## src/rtl/mips_wb_arbiter_pkg.sv

```systemverilog
// Shared constants and types for the MIPS writeback path.
// The arbiter, its bus interface and the testbench all import this package.
package mips_pkg;

  localparam int REG_ADDR_W = 5;
  localparam int XLEN       = 32;
  localparam int NUM_WB_REQ = 3;

  typedef struct packed {
    logic [REG_ADDR_W-1:0] addr;
    logic [XLEN-1:0]       data;
  } wb_req_t;

endpackage

```

## src/rtl/mips_wb_arbiter_if.sv

```systemverilog
// Bundle of writeback requester, reservation and regfile-write signals.
// The "slave" modport is the arbiter; "master" is the execute/issue side.
interface mips_wb_arbiter_if
  import mips_pkg::*;
#(
  parameter int NUM_REQ = NUM_WB_REQ,
  parameter int ADDR_W  = REG_ADDR_W,
  parameter int DATA_W  = XLEN
);

  logic [NUM_REQ-1:0]             req_valid_i;
  logic [NUM_REQ-1:0]             req_ready_o;
  logic [NUM_REQ-1:0][ADDR_W-1:0] req_addr_i;
  logic [NUM_REQ-1:0][DATA_W-1:0] req_data_i;
  logic                           rsv_valid_i;
  logic [ADDR_W-1:0]              rsv_addr_i;
  logic [(2**ADDR_W)-1:0]         busy_o;
  logic                           rf_we_o;
  logic [ADDR_W-1:0]              rf_waddr_o;
  logic [DATA_W-1:0]              rf_wdata_o;
  logic                           err_o;

  modport slave (
    input  req_valid_i, req_addr_i, req_data_i, rsv_valid_i, rsv_addr_i,
    output req_ready_o, busy_o, rf_we_o, rf_waddr_o, rf_wdata_o, err_o
  );

  modport master (
    output req_valid_i, req_addr_i, req_data_i, rsv_valid_i, rsv_addr_i,
    input  req_ready_o, busy_o, rf_we_o, rf_waddr_o, rf_wdata_o, err_o
  );

endinterface

```

## src/rtl/mips_wb_arbiter_rr.sv

```systemverilog
// Round-robin arbiter: one-hot grant to the first requester at or after the
// pointer; the pointer moves just past the winner whenever a grant is made.
module mips_rr_arbiter
  import mips_pkg::*;
#(
  parameter int N = NUM_WB_REQ
) (
  input  logic         clk_i,
  input  logic         nrst_i,
  input  logic [N-1:0] i_req,
  output logic [N-1:0] o_gnt
);

  localparam int PW = (N > 1) ? $clog2(N) : 1;

  logic [PW-1:0] r_ptr;
  logic [PW-1:0] w_ptrNext;
  logic [N-1:0]  w_gnt;
  logic          w_found;

  // Scan ptr, ptr+1, ... with wraparound; grants are forced off during reset.
  always_comb begin
    w_gnt     = '0;
    w_ptrNext = r_ptr;
    w_found   = 1'b0;
    for (int k = 0; k < N; k++) begin
      int idx;
      idx = int'(r_ptr) + k;
      if (idx >= N) idx = idx - N;
      if (!w_found && i_req[idx]) begin
        w_found    = 1'b1;
        w_gnt[idx] = 1'b1;
        w_ptrNext  = (idx == N - 1) ? '0 : PW'(idx + 1);
      end
    end
    if (!nrst_i) w_gnt = '0;
  end

  always_ff @(posedge clk_i or negedge nrst_i) begin
    if (!nrst_i)    r_ptr <= '0;
    else if (w_found) r_ptr <= w_ptrNext;
  end

  assign o_gnt = w_gnt;

endmodule

```

## src/rtl/mips_wb_arbiter.sv

```systemverilog
// Writeback arbiter: round-robins the regfile write port between requesters,
// registers the winning write, and tracks per-register pending writes.
module mips_wb_arbiter
  import mips_pkg::*;
#(
  parameter int NUM_REQ = NUM_WB_REQ,
  parameter int ADDR_W  = REG_ADDR_W,
  parameter int DATA_W  = XLEN
) (
  input  logic             clk_i,
  input  logic             nrst_i,
  mips_wb_arbiter_if.slave bus
);

  localparam int NREG = 2 ** ADDR_W;

  logic [NUM_REQ-1:0] w_gnt;
  logic               w_acc;
  logic               w_wr;
  logic [ADDR_W-1:0]  w_accAddr;
  logic [DATA_W-1:0]  w_accData;
  logic [NREG-1:0]    w_set;
  logic [NREG-1:0]    w_clr;
  logic [NREG-1:0]    w_busyNext;
  logic               w_errRsv;
  logic               w_errWr;

  logic               r_we;
  logic [ADDR_W-1:0]  r_waddr;
  logic [DATA_W-1:0]  r_wdata;
  logic [NREG-1:0]    r_busy;
  logic               r_err;

  mips_rr_arbiter #(.N(NUM_REQ)) u_rr (
    .clk_i  (clk_i),
    .nrst_i (nrst_i),
    .i_req  (bus.req_valid_i),
    .o_gnt  (w_gnt)
  );

  always_comb begin
    w_acc     = |w_gnt;
    w_accAddr = '0;
    w_accData = '0;
    for (int i = 0; i < NUM_REQ; i++) begin
      if (w_gnt[i]) begin
        w_accAddr = bus.req_addr_i[i];
        w_accData = bus.req_data_i[i];
      end
    end
    w_wr = w_acc && (w_accAddr != '0);
  end

  // Register 0 is never tracked; a reservation beats a same-cycle clear.
  always_comb begin
    w_set      = '0;
    w_clr      = '0;
    w_busyNext = '0;
    for (int r = 1; r < NREG; r++) begin
      w_set[r]      = bus.rsv_valid_i && (bus.rsv_addr_i == ADDR_W'(r));
      w_clr[r]      = w_wr && (w_accAddr == ADDR_W'(r));
      w_busyNext[r] = w_set[r] | (r_busy[r] & ~w_clr[r]);
    end
    w_errRsv = bus.rsv_valid_i && (bus.rsv_addr_i != '0) &&
               r_busy[bus.rsv_addr_i] && !w_clr[bus.rsv_addr_i];
    w_errWr  = w_wr && !r_busy[w_accAddr];
  end

  always_ff @(posedge clk_i or negedge nrst_i) begin
    if (!nrst_i) begin
      r_we    <= 1'b0;
      r_waddr <= '0;
      r_wdata <= '0;
      r_busy  <= '0;
      r_err   <= 1'b0;
    end else begin
      r_we   <= w_wr;
      r_busy <= w_busyNext;
      if (w_wr) begin
        r_waddr <= w_accAddr;
        r_wdata <= w_accData;
      end
      if (w_errRsv || w_errWr) r_err <= 1'b1;
    end
  end

  assign bus.req_ready_o = w_gnt;
  assign bus.busy_o      = r_busy;
  assign bus.rf_we_o     = r_we;
  assign bus.rf_waddr_o  = r_waddr;
  assign bus.rf_wdata_o  = r_wdata;
  assign bus.err_o       = r_err;

endmodule
```

## src/flat_wrapper.sv

```systemverilog
// flat-port wrapper written by rule: the top's interface ports become plain ports
module mips_wb_arbiter_flat import mips_pkg::*;
#(
  parameter int NUM_REQ = NUM_WB_REQ,
  parameter int ADDR_W  = REG_ADDR_W,
  parameter int DATA_W  = XLEN
)
  (clk_i, nrst_i, bus_req_valid_i, bus_req_addr_i, bus_req_data_i, bus_rsv_valid_i, bus_rsv_addr_i, bus_req_ready_o, bus_busy_o, bus_rf_we_o, bus_rf_waddr_o, bus_rf_wdata_o, bus_err_o);
  mips_wb_arbiter_if #(.NUM_REQ(NUM_REQ), .ADDR_W(ADDR_W), .DATA_W(DATA_W)) bus_i ();
  input  logic clk_i;
  input  logic nrst_i;
  input wire logic [$bits(bus_i.req_valid_i)-1:0] bus_req_valid_i;
  input wire logic [$bits(bus_i.req_addr_i)-1:0] bus_req_addr_i;
  input wire logic [$bits(bus_i.req_data_i)-1:0] bus_req_data_i;
  input wire logic [$bits(bus_i.rsv_valid_i)-1:0] bus_rsv_valid_i;
  input wire logic [$bits(bus_i.rsv_addr_i)-1:0] bus_rsv_addr_i;
  output wire logic [$bits(bus_i.req_ready_o)-1:0] bus_req_ready_o;
  output wire logic [$bits(bus_i.busy_o)-1:0] bus_busy_o;
  output wire logic [$bits(bus_i.rf_we_o)-1:0] bus_rf_we_o;
  output wire logic [$bits(bus_i.rf_waddr_o)-1:0] bus_rf_waddr_o;
  output wire logic [$bits(bus_i.rf_wdata_o)-1:0] bus_rf_wdata_o;
  output wire logic [$bits(bus_i.err_o)-1:0] bus_err_o;
  assign bus_i.req_valid_i = bus_req_valid_i;
  assign bus_i.req_addr_i = bus_req_addr_i;
  assign bus_i.req_data_i = bus_req_data_i;
  assign bus_i.rsv_valid_i = bus_rsv_valid_i;
  assign bus_i.rsv_addr_i = bus_rsv_addr_i;
  assign bus_req_ready_o = bus_i.req_ready_o;
  assign bus_busy_o = bus_i.busy_o;
  assign bus_rf_we_o = bus_i.rf_we_o;
  assign bus_rf_waddr_o = bus_i.rf_waddr_o;
  assign bus_rf_wdata_o = bus_i.rf_wdata_o;
  assign bus_err_o = bus_i.err_o;
  mips_wb_arbiter #(.NUM_REQ(NUM_REQ), .ADDR_W(ADDR_W), .DATA_W(DATA_W)) u_core (.clk_i(clk_i), .nrst_i(nrst_i), .bus(bus_i));
endmodule
```

## config.mk

```make
export PLATFORM = sky130hd
export DESIGN_NAME = mips_wb_arbiter_flat
export DESIGN_NICKNAME = d
export VERILOG_FILES = /design/src/rtl/mips_wb_arbiter_pkg.sv /design/src/rtl/mips_wb_arbiter_if.sv /design/src/rtl/mips_wb_arbiter_rr.sv /design/src/rtl/mips_wb_arbiter.sv /design/src/flat_wrapper.sv
export SDC_FILE = /design/constraint.sdc
export NUM_CORES = 1
export LEC_CHECK = 0
export CAP_MARGIN = 40
export CORE_UTILIZATION = 39
export DETAILED_ROUTE_END_ITERATION = 16
export GPL_TIMING_DRIVEN = 0
export PLACE_DENSITY = 0.79
export SLEW_MARGIN = 10
export SYNTH_ARGS = -nofsm -noshare
export SYNTH_HDL_FRONTEND = slang
export SYNTH_HIERARCHICAL = 1
export SYNTH_SLANG_ARGS = --single-unit
```

## constraint.sdc

```tcl
create_clock -name clk_i -period 3.5 [get_ports clk_i]
set_input_delay 0.525 -clock clk_i [delete_from_list [all_inputs] [get_ports clk_i]]
set_output_delay 0.525 -clock clk_i [all_outputs]
set_load 0.01 [all_outputs]
```

Word-level counts from Yosys, hierarchy flattened:

Cells that the tools add are included.

* bits in registers: 72
* input port bits: 122
* output and inout port bits: 74
* logic and storage cells: 310

* add/sub/neg operators: 8
* magnitude comparators: 11
* equal/unequal tests: 65
* mux-type cells: 43
* bitwise logic cells: 95
* reduce and logical (&&, ||, !) cells: 82

Operators by type and width (number)
* 32-bit 2-to-1 mux: 6
* 5-bit == test (second input constant): 32
* 32-bit by 3-bit == test with 1-bit output (second input constant): 3
* 32-bit by 1-bit >= comparator with 1-bit output (second input constant): 3
* 32-bit by 4-bit < comparator with 1-bit output (second input constant): 3
* 5-bit by 4-bit == test with 1-bit output (second input constant): 16
* 1-bit logical AND: 72
* 5-bit by 3-bit == test with 1-bit output (second input constant): 8
* 1-bit bitwise AND: 31
* 1-bit inverter: 31
* 1-bit bitwise OR: 31
* 5-bit by 2-bit == test with 1-bit output (second input constant): 4
* 1-bit binary-select mux with 5-bit select: 3
* 1-bit 2-to-1 mux: 15
* 5-bit 2-to-1 mux: 3
* 5-bit by 6-bit < comparator with 1-bit output (second input constant): 2
* 2-bit 2-to-1 mux: 6
* 3-bit 2-to-1 mux: 4
* 5-bit by 1-bit == test with 1-bit output (second input constant): 2
* 5-bit nonzero test: 2
* 3-bit by 2-bit subtractor with 4-bit output (second input constant): 2
* 2-bit adder (second input constant): 3
* 1-bit binary-select mux with 2-bit select: 3
* 1-bit demux with 2-bit select: 3
* other kinds (11): 16

Logic depth before layout (Yosys ltp):

* depth after elaboration: 24
* depth in mapped cells: 18

By module:

The synthesis kept the hierarchy.

Modules (own cells, without submodules)
* mips_wb_arbiter: times used 1, cells an instance 439, area each 3962.6 µm², seq. area each 1751.7 µm²
* mips_rr_arbiter: times used 1, cells an instance 59, area each 459.2 µm², seq. area each 50.0 µm²

Least setup slack after synthesis:

OpenSTA, ideal clock, no wires.

* kind: register to register
* from: reg u_core.u_rr.r_ptr[0]
* to: reg u_core.r_err, in the netlist u_core/bus.err_o
* setup time: 132 ps
* arrival time: 3282 ps
* required time: 3368 ps
* path slack: 86 ps
* stages on the path, launching flop included: 15
* buffers on the path: 2
* cell sequence: dfrtp_1 inv_1 ha_1 buf_2 buf_2 nor2_1 a22oi_1 o21ai_1 inv_2 a2bb2oi_2 or3_4 or2_1 a2111oi_2 o41a_1 o211ai_1

* elaborated cells between the ends (all ways): 124
* classes of those cells: 5 x add/sub; 9 x order compare; 31 x eq/ne; 31 x mux; 2 x bitwise; 46 x reduce/logical

RTL lines
* start: declaration: line mips_wb_arbiter_rr.sv:16 `logic [PW-1:0] r_ptr;`
* start signal: assignment: line mips_wb_arbiter_rr.sv:41 `else if (w_found) r_ptr <= w_ptrNext;`
* branches (longest 11 deep; another with 32-bit by 1-bit >= comparator with 1-bit output)
* 3-bit 2-to-1 mux *: line mips_wb_arbiter_rr.sv:30 `if (!w_found && i_req[idx]) begin`
* 3-bit 2-to-1 mux *: line mips_wb_arbiter_rr.sv:36 `if (!nrst_i) w_gnt = '0;`
* named net bus_req_ready_o[2]: line flat_wrapper.sv:17 `output wire logic [$bits(bus_i.req_ready_o)-1:0] bus_req_ready_o;`
* 5-bit 2-to-1 mux: line mips_wb_arbiter.sv:46 `if (w_gnt[i]) begin`
* 5-bit nonzero test: line mips_wb_arbiter.sv:51 `w_wr = w_acc && (w_accAddr != '0);`
* 1-bit logical AND: line mips_wb_arbiter.sv:51
* 1-bit logical AND: line mips_wb_arbiter.sv:61 `w_clr[r] = w_wr && (w_accAddr == ADDR_W'(r));`
* 1-bit binary-select mux with 5-bit select: line mips_wb_arbiter.sv:65 `r_busy[bus.rsv_addr_i] && !w_clr[bus.rsv_addr_i];`
* 1-bit 2-to-1 mux (implied by the code): line mips_wb_arbiter.sv:65
* 1-bit zero test: line mips_wb_arbiter.sv:65
* 1-bit logical AND: line mips_wb_arbiter.sv:65
* 1-bit logical OR *: line mips_wb_arbiter.sv:83 `if (w_errRsv || w_errWr) r_err <= 1'b1;`
* end signal: assignment: line mips_wb_arbiter.sv:75 `r_err <= 1'b0;`
* end signal: assignment: line mips_wb_arbiter.sv:83
* end: declaration: line mips_wb_arbiter.sv:32 `logic r_err;`

Mark *: on every way through the listed nets, which the timed path passes. The select of a mux whose other input is x is not followed.
A chain may end at the register's enable or synchronous reset.

Final worst setup path:

* from: reg u_core.u_rr.r_ptr[1]
* to: reg u_core.r_err, in the netlist u_core/bus.err_o

* word-level cells in the longest chain between the ends: 24
* elaborated cells between the ends (all ways): 124
* classes of those cells: 5 x add/sub; 9 x order compare; 31 x eq/ne; 31 x mux; 2 x bitwise; 46 x reduce/logical

Ends and longest elaborated chain (line)
* branches (longest 11 deep; another with 32-bit by 1-bit >= comparator with 1-bit output)
* 3-bit 2-to-1 mux *: mips_wb_arbiter_rr.sv:30
* 3-bit 2-to-1 mux *: mips_wb_arbiter_rr.sv:36
* 5-bit 2-to-1 mux (3 in a row): mips_wb_arbiter.sv:46
* 5-bit nonzero test: mips_wb_arbiter.sv:51
* 1-bit logical AND: mips_wb_arbiter.sv:51
* 1-bit logical AND: mips_wb_arbiter.sv:61
* 1-bit binary-select mux with 5-bit select: mips_wb_arbiter.sv:65
* 1-bit 2-to-1 mux (implied by the code): mips_wb_arbiter.sv:65
* 1-bit zero test: mips_wb_arbiter.sv:65
* 1-bit logical AND: mips_wb_arbiter.sv:65
* 1-bit logical OR *: mips_wb_arbiter.sv:83

Every way passes the cells marked *. The select of a mux whose other input is x is not followed.

==> results.toml <==
[outcome]
status = "complete, no violations"

[detailed_routing]
drt_drc_violations_left = 0
viasPerCell = 5.967
vias = 5120
first_iter_violations = 358
drt_pass1_iterations = 5
wl_um = 16680
antenna_left = 0
detail_route.wl_per_cell_um = 19.44

[worst_setup_path]
end_kind = "register"
path_class = "register to register"
cp_max_fo = 10
max_stage_delay_ns = 0.45
worst_setup_path_start_kind = "register"
reg2reg_depth = 14
worstPathArrival_ns = 3.65
slowest_stage = "dfrtp_2"
r2r-start = "u_core/u_rr/r_ptr[1]$_DFFE_PN0P_"
reg2reg_slack_ns = 0.05
required_ns = 3.71
critPathLaunch = "u_core/u_rr/r_ptr[1]$_DFFE_PN0P_"
path_cells = "inv_4 > ha_4 > nand2b_4 > mux2_4 > a22oi_2 > o21ai_4 > buf_6 > a21o_1 > o21ai_2 > nand2_2 > or2_4 > a2111oi_4 > o41a_1 > o211ai_1"
reg2reg_to = "u_core/bus.err_o$_DFFE_PN0P_"

[placed_design]
hpwl_um = 12290
gp_congestion = 0.9789
place_area_um2 = 6544
port-buffer-count = 192
pre_cts_ws_ns = -0.7554
place_inst = 831

[sta]
period_share_pct = 98.44
slew_violations = 0
setup_tns_ns = 0
finalHoldViolCount = 0
clock.fmax_mhz = 290.2
fin_crit_ns = 3.445
fin_worst_skew_ns = 0.006006
setup_viol_count_final = 0
fin_ws_ns = 0.05452
maxSlewHeadroom_pct = 52.44
worstMarginPinSlew_ns = 0.7134

[cells_and_area]
final_area_um2 = 7219
antenna_cells = 0
stdcell_count = 858
drive_gt1_share_pct = 11.98
area_growth_pct = 63.27
fin_nets = 840

[clock_network]
clk_latency_ns = 0.33
clkTransAtPathRegs_ns = 0.06
htreeDepth = 3
cts-buffers-inserted = 9
numClockSinks = 72
cts_root_buf = "clkbuf_16"
cts_max_path_buffers = 2
cts_tree = "done"

[synthesis]
ys_types = 58
synth_top_area_cell = "dfrtp_1"
ys_warn_count = 6
synth_seq_area_share_pct = 40.75
yosys-top-cells-area = "dfrtp_1 (41%), o21ai_0 (14%), a221o_1 (7.2%), nand2_1 (6.3%), mux4_2 (3.6%)"
synthCells = 498
synth_area_um2 = 4422
synthArstFlopShare_pct = 100.0
synth_edf_count = 0
synth_top_area_share_pct = 40.75
synth.avg_cell_area_um2 = 8.879
syn_nets = 624
ys_seq_elements = 72
ys.flop_type = "dfrtp_1"

[grt]
track_usage_pct = 28.08
grt_max_degree = 53
grt_antenna_before_repair = 0
grt_overflow = 0
grt_pass1_vias = 4992
grt_pass1_wl_um = 25280

[floorplan]
start_util_pct = 40.43
ios = 196
dieArea_um2 = 11770
rows = 38
coreArea_um2 = 10940
die_y_um = 108.5
die_x_um = 108.5

[run]
drv_cap = 0

[power]
power.density_nw_per_um2 = 968.8
peakVddDrop_mv = 0.4946
p_leak_nw = 2.797

[min_path]
hp-class = "input pin to async pin"
-- cells by family after synthesis --
logic type	synth area share, %
other	0.08481
adder cells (fa/ha/maj)	1.132
multiplexers	7.074
XOR/XNOR	0.7922
AO/OA/AOI/OAI	31.72
AND/OR/NAND/NOR	13.98
buffers and inverters	4.471
flip-flops	40.75
-- layout by cell type, fill, tap and decap left out, types with 3 or more instances in the layout --
cell             synthesis  layout
a21o_1                   3       3
a21oi_1                 18      16
a21oi_4                  0       3
a221o_1                 32      32
a221oi_1                 3       3
a32oi_1                  3       3
buf_4                    2      17
buf_6                    1       5
clkbuf_1                25      23
clkbuf_16                0       9
clkdlybuf4s50_1          0     188
dfrtp_1                 72      71
inv_1                    7       6
mux2i_1                 11       9
mux2i_4                  1       3
mux4_2                   7       7
nand2_1                 74      72
nand2b_1                12      10
nand3_1                  9       9
nand3b_1                 5       5
nor2_1                  10       8
nor2b_1                  5       5
o211ai_1                 3       3
o21ai_0                126     125
xnor2_1                  4       4
-- synthesized netlist by cell type, types with 4 or more instances --
master	n
a21oi_1	18
a221o_1	32
buf_2	8
clkbuf_1	25
dfrtp_1	72
ha_1	4
inv_1	7
mux2i_1	11
mux4_2	7
nand2_1	74
nand2b_1	12
nand3_1	9
nand3b_1	5
nor2_1	10
nor2b_1	5
o21ai_0	126
o21ai_1	5
xnor2_1	4
-- power by group --
| part | internal [mW] | leakage, nW | switching, mW |
|---|---|---|---|
| logic | 2.05 | 1.74 | 2.44 |
| registers | 1.21 | 0.903 | 0.306 |
| clock network | 0.639 | 0.155 | 0.355 |
-- registers in the layout (all words and copies together) (netlist names) --
| register | count |
|---|---|
| u_core/bus.rf_wdata_o | 32 |
| u_core/bus.rf_waddr_o | 5 |
| u_core/bus.busy_o | 31 |
| u_core/bus.rf_we_o | 1 |
| u_core/bus.err_o | 1 |
| u_core/u_rr/r_ptr | 2 |
-- worst max-delay path by stage --
stage,endpoint,depth (start not counted),slack (ns)
after floorplan,u_core/bus.err_o$_DFFE_PN0P_,14,0.09
after global placement,u_core/bus.busy_o[27]$_DFF_PN0_,10,-2.69
after detailed placement,u_core/bus.busy_o[3]$_DFF_PN0_,13,-0.76
after CTS,u_core/bus.err_o$_DFFE_PN0P_,13,0.01
after global routing,u_core/bus.err_o$_DFFE_PN0P_,14,-0.05
final,u_core/bus.err_o$_DFFE_PN0P_,14,0.05
-- cell type report --
class / count / area [µm²]
Fill cell: 919 / 3716
Multi-Input combinational cell: 380 / 2645
Timing Repair Buffer: 205 / 2041
Sequential cell: 72 / 1803
Clock buffer: 10 / 239.0
Buffer: 38 / 200.2
Tap cell: 140 / 175.2
Clock inverter: 5 / 81.33
Inverter: 8 / 35.03
-- stage by stage --
| step | hold slack (ns) | power [mW] | util (%) |
|---|---|---|---|
| floorplan | 0.2294 | 3.819 | - |
| global placement | 0.4628 | 5.338 | 59.61 |
| detailed placement | 0.4533 | 5.472 | 59.84 |
| CTS | 0.1044 | 6.628 | 63.91 |
| global route | 0.1161 | 7.423 | 66.02 |
| finish | 0.09557 | 6.994 | 66.02 |
-- critical path, delay by kind of cell, from the launching register on --
| family | cells | cell delay (ns) |
|---|---|---|
| muxes | 1 | 0.32 |
| AOI/OAI and AO/OA | 7 | 1.38 |
| DFF | 1 | 0.45 |
| adders and majority gates | 1 | 0.20 |
| buffers and inverters | 2 | 0.27 |
| and+or+nand+nor | 3 | 0.71 |
-- routing by layer --
metal / GRT usage, % / part of all wire (%) / routed length (µm)
met5: 0 / 0 / 0
met3: 4.521 / 8.8 / 1465
met1: 34.39 / 38 / 6256
met2: 48.78 / 51 / 8505
met4: 11.78 / 2.7 / 453
-- timing repair --
item / 4_1_cts / 5_1_grt
pin swaps: 5 / 11
buffers inserted: 7 / 5
endpoints found under the hold margin: 0 / 0
resized for setup: 19 / 44
setup endpoints to repair: 50 / 54
hold buffers: 0 / 0
(Power assumes the default switching activity.)
